## src/rtl/vga_fb_pkg.sv

```systemverilog
// Shared constants and types for the VGA framebuffer arbiter: framebuffer geometry,
// 640x480 active-area timing origin, and the per-cycle RAM slot owner encoding.
package vga_fb_pkg;

  localparam int unsigned FB_W     = 320;
  localparam int unsigned FB_H     = 240;
  localparam int unsigned DW       = 8;
  localparam int unsigned AW       = 17;
  localparam int unsigned DEPTH    = 4;

  localparam int unsigned H_ACTIVE = 640;
  localparam int unsigned V_ACTIVE = 480;
  localparam int unsigned HSS      = 144;
  localparam int unsigned VSS      = 35;

  typedef logic [AW-1:0] fb_addr_t;
  typedef logic [DW-1:0] pixel_t;

  typedef enum logic [1:0] {
    SLOT_IDLE,
    SLOT_DISP,
    SLOT_CPUW,
    SLOT_CPUR
  } slot_e;

endpackage

```

## src/rtl/vga_fb_arbiter_fifo.sv

```systemverilog
// fb_wr_fifo: DEPTH-entry synchronous FIFO buffering CPU framebuffer writes ({addr, data}).
// Push is ignored when full, pop is ignored when empty; push and pop may share a cycle.
module fb_wr_fifo #(
  parameter int unsigned DEPTH = 4,
  parameter int unsigned W     = 25
) (
  input  logic                   clk_i,
  input  logic                   rst_i,
  input  logic                   push_i,
  input  logic [W-1:0]           din_i,
  input  logic                   pop_i,
  output logic [W-1:0]           dout_o,
  output logic                   full_o,
  output logic                   empty_o,
  output logic [$clog2(DEPTH):0] count_o
);
  localparam int unsigned PW = $clog2(DEPTH);

  logic [W-1:0]  mem_q [DEPTH];
  logic [PW-1:0] wp_q, wp_d, rp_q, rp_d;
  logic [PW:0]   cnt_q, cnt_d;
  logic          do_push, do_pop;

  assign full_o  = (cnt_q == (PW+1)'(DEPTH));
  assign empty_o = (cnt_q == '0);
  assign count_o = cnt_q;
  assign dout_o  = mem_q[rp_q];
  assign do_push = push_i & ~full_o;
  assign do_pop  = pop_i & ~empty_o;

  always_comb begin
    wp_d  = wp_q + PW'(do_push);
    rp_d  = rp_q + PW'(do_pop);
    cnt_d = cnt_q + (PW+1)'(do_push) - (PW+1)'(do_pop);
  end

  always_ff @(posedge clk_i) begin
    if (rst_i) begin
      wp_q  <= '0;
      rp_q  <= '0;
      cnt_q <= '0;
    end else begin
      wp_q  <= wp_d;
      rp_q  <= rp_d;
      cnt_q <= cnt_d;
    end
  end

  always_ff @(posedge clk_i) begin
    if (do_push) mem_q[wp_q] <= din_i;
  end

endmodule

```

## src/rtl/vga_fb_arbiter.sv

```systemverilog
// vga_fb_arbiter: shares a single-port framebuffer RAM between pixel-doubled VGA scanout
// (even-column slots) and buffered CPU writes. Define VGA_FB_CPU_READ_EN for CPU reads.
module vga_fb_arbiter #(
  parameter int unsigned FB_W  = vga_fb_pkg::FB_W,
  parameter int unsigned FB_H  = vga_fb_pkg::FB_H,
  parameter int unsigned DW    = vga_fb_pkg::DW,
  parameter int unsigned AW    = vga_fb_pkg::AW,
  parameter int unsigned DEPTH = vga_fb_pkg::DEPTH,
  parameter int unsigned HSS   = vga_fb_pkg::HSS,
  parameter int unsigned VSS   = vga_fb_pkg::VSS
) (
  input  logic          clk,
  input  logic          rst,
  input  logic [9:0]    posx,
  input  logic [9:0]    posy,
  input  logic          Blank_n,
  input  logic          cpu_valid,
  input  logic [AW-1:0] cpu_addr,
  input  logic [DW-1:0] cpu_wdata,
`ifdef VGA_FB_CPU_READ_EN
  input  logic          cpu_rd,
  output logic          cpu_rvalid,
  output logic [DW-1:0] cpu_rdata,
`endif
  output logic          cpu_ready,
  output logic          cpu_err,
  output logic          ram_en,
  output logic          ram_we,
  output logic [AW-1:0] ram_addr,
  output logic [DW-1:0] ram_wdata,
  input  logic [DW-1:0] ram_rdata,
  output logic [DW-1:0] pixel
);
  import vga_fb_pkg::*;

  localparam int unsigned CW        = $clog2(DEPTH) + 1;
  localparam logic [AW:0] NPIX      = (AW+1)'(FB_W * FB_H);

  logic signed [11:0] rx, ry;
  logic               disp_slot;
  logic [AW:0]        disp_addr;
  slot_e              slot;

  logic               buf_full, buf_empty, buf_pop, wr_acc, rd_acc, acc_bad;
  logic [CW-1:0]      buf_cnt;
  logic [AW-1:0]      head_addr;
  logic [DW-1:0]      head_data;
  logic               head_ok;

  logic [DW-1:0]      pix_q;
  logic               disp_vld_q;
  logic               cpu_err_q, cpu_err_d;
  logic               unused_bits;

  assign rx = $signed({2'b00, posx}) - $signed(12'(HSS));
  assign ry = $signed({2'b00, posy}) - $signed(12'(VSS));

  // Each even slot fetches the pixel shown two columns later, hence the +2 lead.
  assign disp_slot = (ry >= 12'sd0) && (ry < $signed(12'(V_ACTIVE))) &&
                     (rx >= -12'sd2) && (rx < $signed(12'(H_ACTIVE - 2))) && !rx[0];
  assign disp_addr = (AW+1)'(ry >>> 1) * (AW+1)'(FB_W) + (AW+1)'((rx + 12'sd2) >>> 1);

  assign head_ok   = ({1'b0, head_addr} < NPIX);
  assign acc_bad   = ({1'b0, cpu_addr} >= NPIX);

`ifdef VGA_FB_CPU_READ_EN
  logic          rd_pend_q, rd_issue_q, rd_bad_q;
  logic [AW-1:0] rd_addr_q;
  logic          rd_busy;

  assign rd_busy    = rd_pend_q | rd_issue_q;
  assign cpu_ready  = !rd_busy && (cpu_rd ? buf_empty : !buf_full);
  assign wr_acc     = cpu_valid & cpu_ready & ~cpu_rd;
  assign rd_acc     = cpu_valid & cpu_ready & cpu_rd;
  assign cpu_rvalid = rd_issue_q;
  assign cpu_rdata  = rd_bad_q ? '0 : ram_rdata;
`else
  assign cpu_ready  = !buf_full;
  assign wr_acc     = cpu_valid & cpu_ready;
  assign rd_acc     = 1'b0;
`endif

  fb_wr_fifo #(
    .DEPTH (DEPTH),
    .W     (AW + DW)
  ) u_wr_fifo (
    .clk_i   (clk),
    .rst_i   (rst),
    .push_i  (wr_acc),
    .din_i   ({cpu_addr, cpu_wdata}),
    .pop_i   (buf_pop),
    .dout_o  ({head_addr, head_data}),
    .full_o  (buf_full),
    .empty_o (buf_empty),
    .count_o (buf_cnt)
  );

  assign unused_bits = ^{buf_cnt, disp_addr[AW]};

  always_comb begin
    slot = SLOT_IDLE;
    if (rst)                slot = SLOT_IDLE;
    else if (disp_slot)     slot = SLOT_DISP;
`ifdef VGA_FB_CPU_READ_EN
    else if (rd_pend_q)     slot = SLOT_CPUR;
`endif
    else if (!buf_empty)    slot = SLOT_CPUW;
  end

  assign buf_pop = (slot == SLOT_CPUW);

  // A popped out-of-range head is retired without touching the RAM.
  always_comb begin
    ram_en    = 1'b0;
    ram_we    = 1'b0;
    ram_addr  = '0;
    ram_wdata = '0;
    case (slot)
      SLOT_DISP: begin
        ram_en   = 1'b1;
        ram_addr = disp_addr[AW-1:0];
      end
      SLOT_CPUW: begin
        if (head_ok) begin
          ram_en    = 1'b1;
          ram_we    = 1'b1;
          ram_addr  = head_addr;
          ram_wdata = head_data;
        end
      end
`ifdef VGA_FB_CPU_READ_EN
      SLOT_CPUR: begin
        if (!rd_bad_q) begin
          ram_en   = 1'b1;
          ram_addr = rd_addr_q;
        end
      end
`endif
      default: ;
    endcase
  end

  assign cpu_err_d = cpu_err_q | ((wr_acc | rd_acc) & acc_bad);
  assign cpu_err   = cpu_err_q;
  assign pixel     = Blank_n ? pix_q : '0;

  always_ff @(posedge clk) begin
    if (rst) begin
      pix_q      <= '0;
      disp_vld_q <= 1'b0;
      cpu_err_q  <= 1'b0;
    end else begin
      disp_vld_q <= (slot == SLOT_DISP);
      if (disp_vld_q) pix_q <= ram_rdata;
      cpu_err_q  <= cpu_err_d;
    end
  end

`ifdef VGA_FB_CPU_READ_EN
  always_ff @(posedge clk) begin
    if (rst) begin
      rd_pend_q  <= 1'b0;
      rd_issue_q <= 1'b0;
      rd_bad_q   <= 1'b0;
      rd_addr_q  <= '0;
    end else begin
      rd_issue_q <= (slot == SLOT_CPUR);
      if (rd_acc) begin
        rd_pend_q <= 1'b1;
        rd_addr_q <= cpu_addr;
        rd_bad_q  <= acc_bad;
      end else if (slot == SLOT_CPUR) begin
        rd_pend_q <= 1'b0;
      end
    end
  end
`endif

endmodule
```

## config.mk

```make
export PLATFORM = sky130hd
export DESIGN_NAME = vga_fb_arbiter
export DESIGN_NICKNAME = d
export VERILOG_FILES = /design/src/rtl/vga_fb_pkg.sv /design/src/rtl/vga_fb_arbiter_fifo.sv /design/src/rtl/vga_fb_arbiter.sv
export SDC_FILE = /design/constraint.sdc
export NUM_CORES = 1
export LEC_CHECK = 0
export BUFFER_PORTS_ARGS = -buffer_cell sky130_fd_sc_hd__buf_4
export CAP_MARGIN = 30
export CELL_PAD_IN_SITES_DETAIL_PLACEMENT = 1
export CELL_PAD_IN_SITES_GLOBAL_PLACEMENT = 2
export CORE_MARGIN = 2
export CORE_UTILIZATION = 40
export CTS_BUF_LIST = sky130_fd_sc_hd__clkbuf_4 sky130_fd_sc_hd__clkbuf_8 sky130_fd_sc_hd__clkbuf_16
export DETAILED_ROUTE_END_ITERATION = 16
export HOLD_SLACK_MARGIN = 0.1
export PLACE_DENSITY_LB_ADDON = 0.05
export SYNTH_ARGS = -nofsm -noshare
export SYNTH_HDL_FRONTEND = slang
export SYNTH_SLANG_ARGS = --single-unit
```

## constraint.sdc

```tcl
create_clock -name clk -period 5.1 [get_ports clk]
set_input_delay 0 -clock clk [delete_from_list [all_inputs] [get_ports clk]]
set_output_delay 0 -clock clk [all_outputs]
set_load 0.05 [all_outputs]
```

# Word level (Yosys, flattened, before mapping)
# Memories as Yosys holds them, arrays and structs flattened. A register that Yosys moved wholly into a read port is not among the register bits.
# Cells that the tools add are included.
word_totals:
  register_bits: 17
  latchBits: 0
  mem_bits_rw: 100
  mem_bits_ro: 0
  inputBits: 57
  output_inout_bits: 37
  wordCells: 53
  n_memories: 1
memory_table:
  columns: ["memory", "words", "width", "rd", "rd_ports_with_merged_regs", "write_ports", "line_no", "source"]
  rows:
  - ["u_wr_fifo.mem_q", 4, 25, 1, 1, 1, "vga_fb_arbiter_fifo.sv:19", "logic [W-1:0] mem_q [DEPTH];"]
op_classes:
  n_addsub: 8
  multipliers: 1
  div_mod_pow: 0
  n_lt_le_gt_ge: 6
  eq_ne: 3
  shifts: 0
  mux: 14
  bitwise_logic: 7
  n_reduce_logical: 7
op_table:
  columns: ["operator", "n"]
  rows:
  - ["17-bit one-hot mux with 2 select lines", 1]
  - ["8-bit two-way mux", 3]
  - ["18-bit by 3-bit multiplier with 11-bit output, second input constant", 1]
  - ["17-bit adder", 1]
  - ["17-bit greater-or-equal comparator, second input constant", 1]
  - ["17-bit < comparator, second input constant", 1]
  - ["17-bit two-way mux", 1]
  - ["11-bit by 3-bit adder with 12-bit output, second input constant", 1]
  - ["11-bit by 1-bit greater-or-equal comparator with 1-bit output, second input constant", 1]
  - ["11-bit by 2-bit greater-or-equal comparator with 1-bit output, second input constant", 1]
  - ["11-bit by 10-bit < comparator with 1-bit output, second input constant", 1]
  - ["11-bit < comparator, second input constant", 1]
  - ["10-bit by 6-bit subtractor with 11-bit output, second input constant", 1]
  - ["10-bit by 8-bit subtractor with 11-bit output, second input constant", 1]
  - ["2-bit two-way mux", 4]
  - ["2-bit by 1-bit adder with 2-bit output", 2]
  - ["1-bit bitwise AND", 4]
  - ["1-bit logical AND", 4]
  - ["1-bit two-way mux", 4]
  - ["3-bit by 1-bit adder with 3-bit output", 1]
  - ["3-bit equality test, second input constant", 1]
  - ["3-bit logical NOT", 1]
  - ["3-bit by 1-bit subtractor with 3-bit output", 1]
  - ["2-bit by 1-bit equality test with 1-bit output, second input constant", 1]
  - ["other kinds (5)", 7]

# Logic depth before layout (Yosys ltp)
# Gate-level depths: netlist of run 1.
logic_depth:
  depth_word: 12
  depth_mapped: 19
  depth_no_buf: 19

# Hierarchy
# A second synthesis of run 1 with hierarchy kept.
hier_totals:
  hier_cells: 445
  hier_area_um2: 6089.6
by_module_without_submodules:
  columns: ["module", "instances", "cells_per_inst", "area_per_inst_um2", "seq_area_each_um2"]
  rows:
  - ["fb_wr_fifo", 1, 166, 3991.3, 3143.0]
  - ["vga_fb_arbiter", 1, 279, 2098.3, 200.2]

# Worst setup path after synthesis of run 1
# OpenSTA, ideal clock, no wires.
synth_timing:
  path_kind: "input-to-output"
  from: "input posy[0]"
  to: "output ram_addr[15]"
  t_arrival_ns: 3.892
  required_time_ns: 5.100
  slack_ns: 1.208
  path_stages: 16
  n_path_buf: 0
  path_cell_list: "ha_1 > nor3_1 > xor2_1 > ha_1 > ha_1 > inv_1 > fa_1 > inv_1 > ha_1 > a21oi_1 > nand2_1 > a31o_2 > a31o_2 > a21oi_1 > xor2_1 > o21ai_0"
synth_between:
  elab_chain_len: 10
synth_lines:
  columns: ["element", "line_no", "source"]
  rows:
  - ["start, declared", "vga_fb_arbiter.sv:15", "input logic [9:0] posy,"]
  - ["10-bit by 6-bit subtractor with 11-bit output (*)", "vga_fb_arbiter.sv:56", "assign ry = $signed({2'b00, posy}) - $signed(12'(VSS));"]
  - ["parallel branches: the longest is 8 deep, another holds 18-bit by 3-bit multiplier with 11-bit output", null, null]
  - ["17-bit one-hot mux with 2 select lines (*)", "vga_fb_arbiter.sv:118", "case (slot)"]
  - ["end, declared", "vga_fb_arbiter.sv:29", "output logic [AW-1:0] ram_addr,"]
# Mark *: on every way between the ends.

# Final worst setup path of run 1
layout_timing:
  from: "input posy[0]"
  to: "output ram_addr[16]"
# The elaborated chain is that of the path after synthesis.

==> reports/summary.txt, run 1 <==
status - complete, no violations
Max Cap Viol - 0
combinational power share - 35.1%
Pleak - 3.21 nW
xor-xnor portion of the synthesized cell area - 5.54%
Post-DP HPWL - 9800 um
WL/cell - 18.3 um
cells after synthesis - 438
nets - 676
Final ANT Viol Nets - 0
crit path DAT - 3.76 ns
area of the core - 15000 sq um
Post-synth top flop - edfxtp_1
largest family of logic cells by synthesized area - multiplexers
CP Data Required Time - 5.10 ns
Clock Power Share - 32.4%
Post-synth EDFFs - 100
postcts setup bufs - 0
Final Cell Area - 8070 sq um
Sw Pwr - 0.00127 W
Final GP Congestion - 0.749
CTS Root Cell - clkbuf_16
compound-cell area share of the yosys netlist - 9.59%
maximum root-to-sink buffer count - 2
Final setup viols - 0
largest net degree at the start of global routing - 26
cell taking the most area after synthesis - edfxtp_1
worst slew pin tran - 0.957 ns
post-placement cell count - 713
CTS Sinks - 117
Die Width - 127 um
DRT Pass-1 Iters - 4
share of post-route cells with drive strength above 1 - 29.8%
CP endpoint kind - output port
Hold-fix buffers, CTS - 42
post-synthesis adder-cell area fraction - 7.31%
antenna violations before repair - 0
Area growth syn-to-layout - 32.4%
total CTS buffers - 17
register area share after synthesis - 54.9%
final hold vios - 0
min Tclk post-route - 3.76 ns
synthesized net count - 528
Yosys reg bits - 117
crit-path max FO - 6
Post-Route WL - 14400 um
worst hold-check path type - in2reg
first-pass GRT wire length - 23400 um
CTS tree - yes
mux cell area share after synthesis - 10.9%
total vias in the final route - 4083
total die area - 16200 sq um
Buf+Inv Stages, Crit Path - 4
clk slew on worst S/H paths - 0.05 ns
Worst slew margin - 36.1%
Synth Area in Simple Gates - 8.73%
pwr/cell area - 473 nW/um^2
area share of the leading cell type in the synthesized netlist - 49.3%
total power - 0.00382 W
CP startpoint kind - input pin
clk_lat worst skew - 0.42 ns
sw frac - 33.2%
cell repeated most along the worst path - ha_1
GR Util All Layers - 19.0%
drt first-iter violations - 121
Setup Skew - 0.00724 ns
DRC Markers - 0
kind of critical path - in2out
Clock H-tree levels - 4
total grt overflow - 0
slowest CP cell - ha_1
Layout Cells excl Fill - 786
yosys warns - 0
IO Pins - 94
most frequent cells in the layout - buf_4 (100), edfxtp_1 (100), dlygate4sd3_1 (42)
fill cell count - 1493
Fmax achieved - 266 MHz
fin. max-slew vios - 0
CP peak stage delay - 0.29 ns
Flop pwr share - 32.5%
Starting Density - 40.5%
vias in the first global route - 4429
chip height - 127 um
crit path cell chain - buf_4 -> ha_1 -> nor3_1 -> xor2_1 -> ha_1 -> ha_1 -> inv_1 -> fa_1 -> inv_1 -> a21o_1 -> a21oi_1 -> o21bai_1 -> a21oi_1 -> xnor2_1 -> ha_1 -> a21o_1 -> a41o_1 -> nand4b_1 -> mux2i_1 -> a21o_1 -> buf_4
crit share post-route - 73.8%
Netlist Area Pre-Place - 6090 sq um
RSZ-0062 raised after global routing - no
Netlist cell types - 56
Avg Synthesized Cell Area - 13.9 sq um
ys async rst share - 0%
dpl cell area - 7040 sq um
total inserted antenna cells - 0
Cell Rows - 45
worst vdd ir - 0.237 mV
count of buffers from port buffering - 93
vias per cell - 5.19
setup TNS - 0 ns
Int Power - 0.00255 W
synth top area cells - edfxtp_1 (49%), mux4_2 (8.9%), ha_1 (6.2%)
delay-heaviest family, CP - adder cells
post_cts resized - 0
-- synthesized netlist by cell type (3+ instances only) --
library cell  instances
fa_1                  3
xnor2_1              23
nand3_1              10
a21oi_1              14
buf_2                 4
nand2b_1              6
nor2_1               24
dfxtp_1              17
and2_1                9
ha_1                 30
xor2_1               13
inv_1                30
mux2i_1              11
o21bai_1              3
nor3_1                7
o2bb2ai_1             3
edfxtp_1            100
clkbuf_1              7
nand2_1              16
o22ai_2               9
o21ai_0              12
a21o_1                8
a211oi_1              3
nor2b_1              12
mux4_2               24
-- metal layers --
layer | wire length (um) | part of all wire, % | global-route usage, %
met3 | 461 | 3.2 | 3.98
met5 | 0 | 0 | 0
met2 | 7260 | 51 | 32.5
met1 | 6410 | 45 | 24.0
met4 | 240 | 1.7 | 6.98
-- logic make-up (layout without fill, tap and decap cells) --
kind of cell             after synthesis  count (layout)
AO/OA/AOI/OAI                         72              72
AND/OR/NAND/NOR                       98              98
multiplexers                          36              36
flip-flops                           117             117
XOR/XNOR                              37              37
buffers and inverters                 44             204
adder cells (fa/ha/maj)               34              34
-- through the flow --
stage	setup slack [ns]	util [%]	hold WS, ns
after floorplan	1.21	-	0.0989
after global placement	1.39	46.7	0.201
after detailed placement	1.31	46.8	0.204
after CTS	1.31	53.7	0.136
after global routing	0.897	53.7	0.212
final	1.34	53.7	0.142
-- layout make-up --
cell class / count / area [sq um] / share of cell area, %
Multi-Input combinational cell: 277 / 2570 / 31.9
Clock buffer: 17 / 425 / 5.27
Timing Repair Buffer: 143 / 1190 / 14.8
Sequential cell: 117 / 3340 / 41.5
Tap cell: 188 / 235 / 2.92
Inverter: 30 / 113 / 1.40
Clock inverter: 14 / 184 / 2.28
-- flip-flops by register name, summed over array words and instances, names as in the netlist --
register           flops
u_wr_fifo.wp_q         2
disp_vld_q             1
u_wr_fifo.count_o      3
u_wr_fifo.rp_q         2
pix_q                  8
cpu_err                1
u_wr_fifo.mem_q      100
-- tightest hold or removal path, cell delays in order --
cell and delay [ns]:
buf_4 0.07, nand2_1 0.09, inv_1 0.17, a31oi_1 0.11, nor2_1 0.08
-- power groups by stage --
stage / logic, W / clock network, W / registers, W
floorplan: 0.00101 / 0 / 0.00120
global placement: 0.00127 / 0 / 0.00129
finish: 0.00134 / 0.00124 / 0.00124
detailed placement: 0.00133 / 0 / 0.00126
CTS: 0.00136 / 0.00125 / 0.00124
global route: 0.00146 / 0.00129 / 0.00126
-- final timing paths --
kind	startpoint	endpoint	slack [ns]	depth (start not counted)
max reg2reg	u_wr_fifo.count_o[1]	u_wr_fifo.count_o[2]	2.90	8
min	cpu_valid	cpu_err	0.14	5
max	posy[0]	ram_addr[16]	1.34	21
min reg2reg	cpu_err	cpu_err	0.50	2
Power figures use the tool's default switching activity.
==> run 2, diff against run 1 <==
- ABC_AREA: not set -> 1
- CORE_UTILIZATION: 40 -> 33
- clock period: 5.1 -> 3.3 ns (I/O delays scaled with it)
==> reports/summary.txt, run 2 <==
status - complete, no violations
Clock H-tree levels - 4 (unchanged)
largest net degree at the start of global routing - 52 (+100%)
CP endpoint kind - output port
Cell Rows - 50 (+11%)
synth top area cells - edfxtp_1 (47%), nand2_1 (9.8%), ha_1 (5.9%)
Worst slew margin - 55.9% (+20 points)
Netlist Area Pre-Place - 6380 sq um (+4.7%)
max layer used - met4
min Tclk post-route - 3.14 ns
most used standard cell by instance count after synthesis - nand2_1
drt first-iter violations - 148 (+22%)
first-pass GRT wire length - 27700 um (+18%)
synthesized net count - 751 (+42%)
Setup Skew - 0.00739 ns (+0.000151 ns)
Final setup viols - 0 (unchanged)
IO Pins - 94 (unchanged)
Max Cap Viol - 0 (unchanged)
area share of the leading cell type in the synthesized netlist - 47.1% (-2.2 points)
Final Cell Area - 8890 sq um (+10%)
RSZ-0062 raised after global routing - yes
Post-synth top flop - edfxtp_1
antenna violations before repair - 1 (+1)
Die Width - 143 um (+12%)
commonest non-fill, non-tap cell in the layout - nand2_1
pwr/cell area - 703 nW/um^2 (+49%)
Biggest register - u_wr_fifo.mem_q
total CTS buffers - 17 (unchanged)
chip height - 143 um (+12%)
Post-DP HPWL - 12100 um (+23%)
crit share post-route - 95.0%
crit-path max FO - 3 (-3)
number of flip-flops in the largest register - 100 (unchanged)
maximum root-to-sink buffer count - 2 (unchanged)
WL/cell - 15.8 um (-14%)
Critical Path Sink - ram_addr[16]
final hold vios - 0 (unchanged)
crit path DAT - 3.14 ns (-0.62 ns)
fin. max-slew vios - 0 (unchanged)
fill cell count - 2062 (+38%)
cell taking the most area after synthesis - edfxtp_1
FF-to-FF setup slack - 1.42 ns (-1.48 ns)
crit path cell chain - buf_4 -> nor2_1 -> nand3_1 -> or2_4 -> nand2_2 -> inv_2 -> ha_4 -> inv_1 -> fa_2 -> o21ai_2 -> nand2_1 -> nand2_1 -> a21oi_2 -> xnor2_1 -> ha_1 -> nand2_2 -> nor3_4 -> nand3_2 -> nand3_2 -> nand3b_1 -> nand3_1 -> nand2_1 -> buf_6
Netlist cell types - 47 (-16%)
Layout Cells excl Fill - 1101 (+40%)
worst hold-check path type - in2reg
total die area - 20500 sq um (+26%)
Final GP Congestion - 0.763 (+1.9%)
CP peak stage delay - 0.39 ns (+0.10 ns)
DRT Pass-1 Iters - 4 (unchanged)
DR WL met2 - 8640 um (+19%)
clk slew on worst S/H paths - 0.06 ns (about the same)
slowest CP cell - fa_2
register area share after synthesis - 52.4% (-2.5 points)
area of the core - 18800 sq um (+25%)
nets - 917 (+36%)
count of buffers from port buffering - 93 (unchanged)
Fmax achieved - 319 MHz
post-placement cell count - 1032 (+45%)
sequential cell area - 3340 sq um (about the same)
worst slew pin tran - 0.661 ns (-0.296 ns)
hold path startpoint - posx[0]
CTS Root Cell - clkbuf_16
vias in the first global route - 5525 (+25%)
dpl cell area - 7590 sq um (+7.8%)
DRC Markers - 0 (unchanged)
total vias in the final route - 5188 (+27%)
CP startpoint kind - input pin
Synth top cells by count - nand2_1 (166), edfxtp_1 (100), inv_1 (60)
delay-heaviest family, CP - simple AND/OR/NAND/NOR gates
Yosys reg bits - 117 (unchanged)
worst vdd ir - 0.421 mV (+78%)
cells after synthesis - 661 (+51%)
total power - 0.00626 W (+64%)
most frequent cells in the layout - nand2_1 (158), buf_4 (127), edfxtp_1 (100)
DRT met1 WL - 7980 um (+25%)
Avg Synthesized Cell Area - 9.65 sq um (-31%)
CTS tree - yes
Critical R2R Launch - u_wr_fifo.count_o[1]
Buf+Inv Stages, Crit Path - 4 (unchanged)
kind of critical path - in2out
clk_lat worst skew - 0.41 ns (about the same)
Post-synth EDFFs - 100 (unchanged)
cell repeated most along the worst path - nand2_1
Pleak - 3.73 nW (+16%)
met3 wire len - 590 um (+28%)
GR Util All Layers - 17.6% (-1.5 points)
Post-Route WL - 17400 um (+21%)
Critical Path Start - posy[4]
ys async rst share - 0% (unchanged)
Area growth syn-to-layout - 39.4%
yosys warns - 0 (unchanged)
total grt overflow - 0 (unchanged)
share of post-route cells with drive strength above 1 - 32.3% (+2.5 points)
worst hold slack - 0.165 ns (+0.0229 ns)
CTS Sinks - 117 (unchanged)
CP Data Required Time - 3.30 ns (-1.80 ns)
Starting Density - 33.9% (-6.6 points)
vias per cell - 4.71 (-9.3%)
final setup margin - 0.165 ns (-1.17 ns)
area taken by multi-input logic gates - 2960 sq um (+15%)
Final ANT Viol Nets - 0 (unchanged)
pre-CTS setup slack - -0.233 ns (-1.54 ns)
R2R depth - 8 (unchanged)
reg2reg end - u_wr_fifo.count_o[2]
Levels on crit path - 23 (+9.5%)
run 2: cell types whose count changed in the layout (fill, tap and decap cells not counted), sizes merged, moves of 28 or more:
cell	delta
a21oi	+34
buf	+33
inv	+36
nand2	+160
nand3	+28
nor2	+30
o21ai	+29
run 2: how the worst min path moves through the flow:
stage                             end  slack, ns  cells past startpoint
5_1_grt                    disp_vld_q       0.20                      6
2_1_floorplan   u_wr_fifo.mem_q[0][0]        0.1                      0
3_3_place_gp   u_wr_fifo.mem_q[3][13]       0.20                      1
6_report                   disp_vld_q       0.17                      6
4_1_cts                    disp_vld_q       0.18                      6
3_5_place_dp    u_wr_fifo.mem_q[3][3]       0.20                      1
run 2: power by group:
group | leakage (nW) | internal, W | switching (W)
clock | 0.299 | 0.00128 | 0.000678
sequential | 1.05 | 0.00181 | 0.0000589
combinational | 2.38 | 0.000867 | 0.00156
total | 3.73 | 0.00396 | 0.00230
run 2: timing repair:
item                                    4_1_cts  5_1_grt
gates resized for setup                      15       61
pin swaps                                     4       26
setup buffers                                 0        2
hold buffers                                 34        0
hold endpoints to repair                    115        0
endpoints found under the setup margin        4       24
run 2: logic make-up (layout without fill, tap and decap cells):
family | after synthesis | count (layout) | synth area share [%]
buf+inv | 87 | 266 | 6.00
simple gates | 296 | 296 | 21.9
fa+ha+maj | 33 | 33 | 6.82
flops | 117 | 117 | 52.4
compound gates | 115 | 115 | 11.1
xor+xnor | 13 | 13 | 1.78
other cells | 0 | 1 | 0
run 2: final cells by class:
type / instances / area share, %
antenna: 1 / 0.0281
clock buffer: 18 / 4.87
clock inverter: 14 / 2.24
inverter: 66 / 2.87
multi-input combinational: 457 / 33.3
sequential: 117 / 37.6
tap: 260 / 3.66
timing repair buffer: 168 / 15.5
run 2: worst reg2reg max path, cell delays in order, from the launching register on:
cell and delay [ns]:
dfxtp_1 0.32, inv_1 0.11, nand3_1 0.12, nand2_1 0.23, inv_1 0.14, ha_1 0.23
fa_1 0.38, o21ai_0 0.18, a21oi_1 0.06
run 2: routing by layer:
layer / global-route usage (%) / vias to the layer above
met5: 0 / -
met4: 5.00 / 0
met3: 2.88 / 11
li1: - / 2601
met2: 30.7 / 88
met1: 22.5 / 2488
run 2: through the flow:
stage | setup TNS (ns) | util [%]
5_1_grt | -0.422 | 47.2
4_1_cts | -0.00266 | 45.8
3_3_place_gp | -0.284 | 40.3
6_report | 0 | 47.2
2_1_floorplan | 0 | -
3_5_place_dp | -0.513 | 40.3
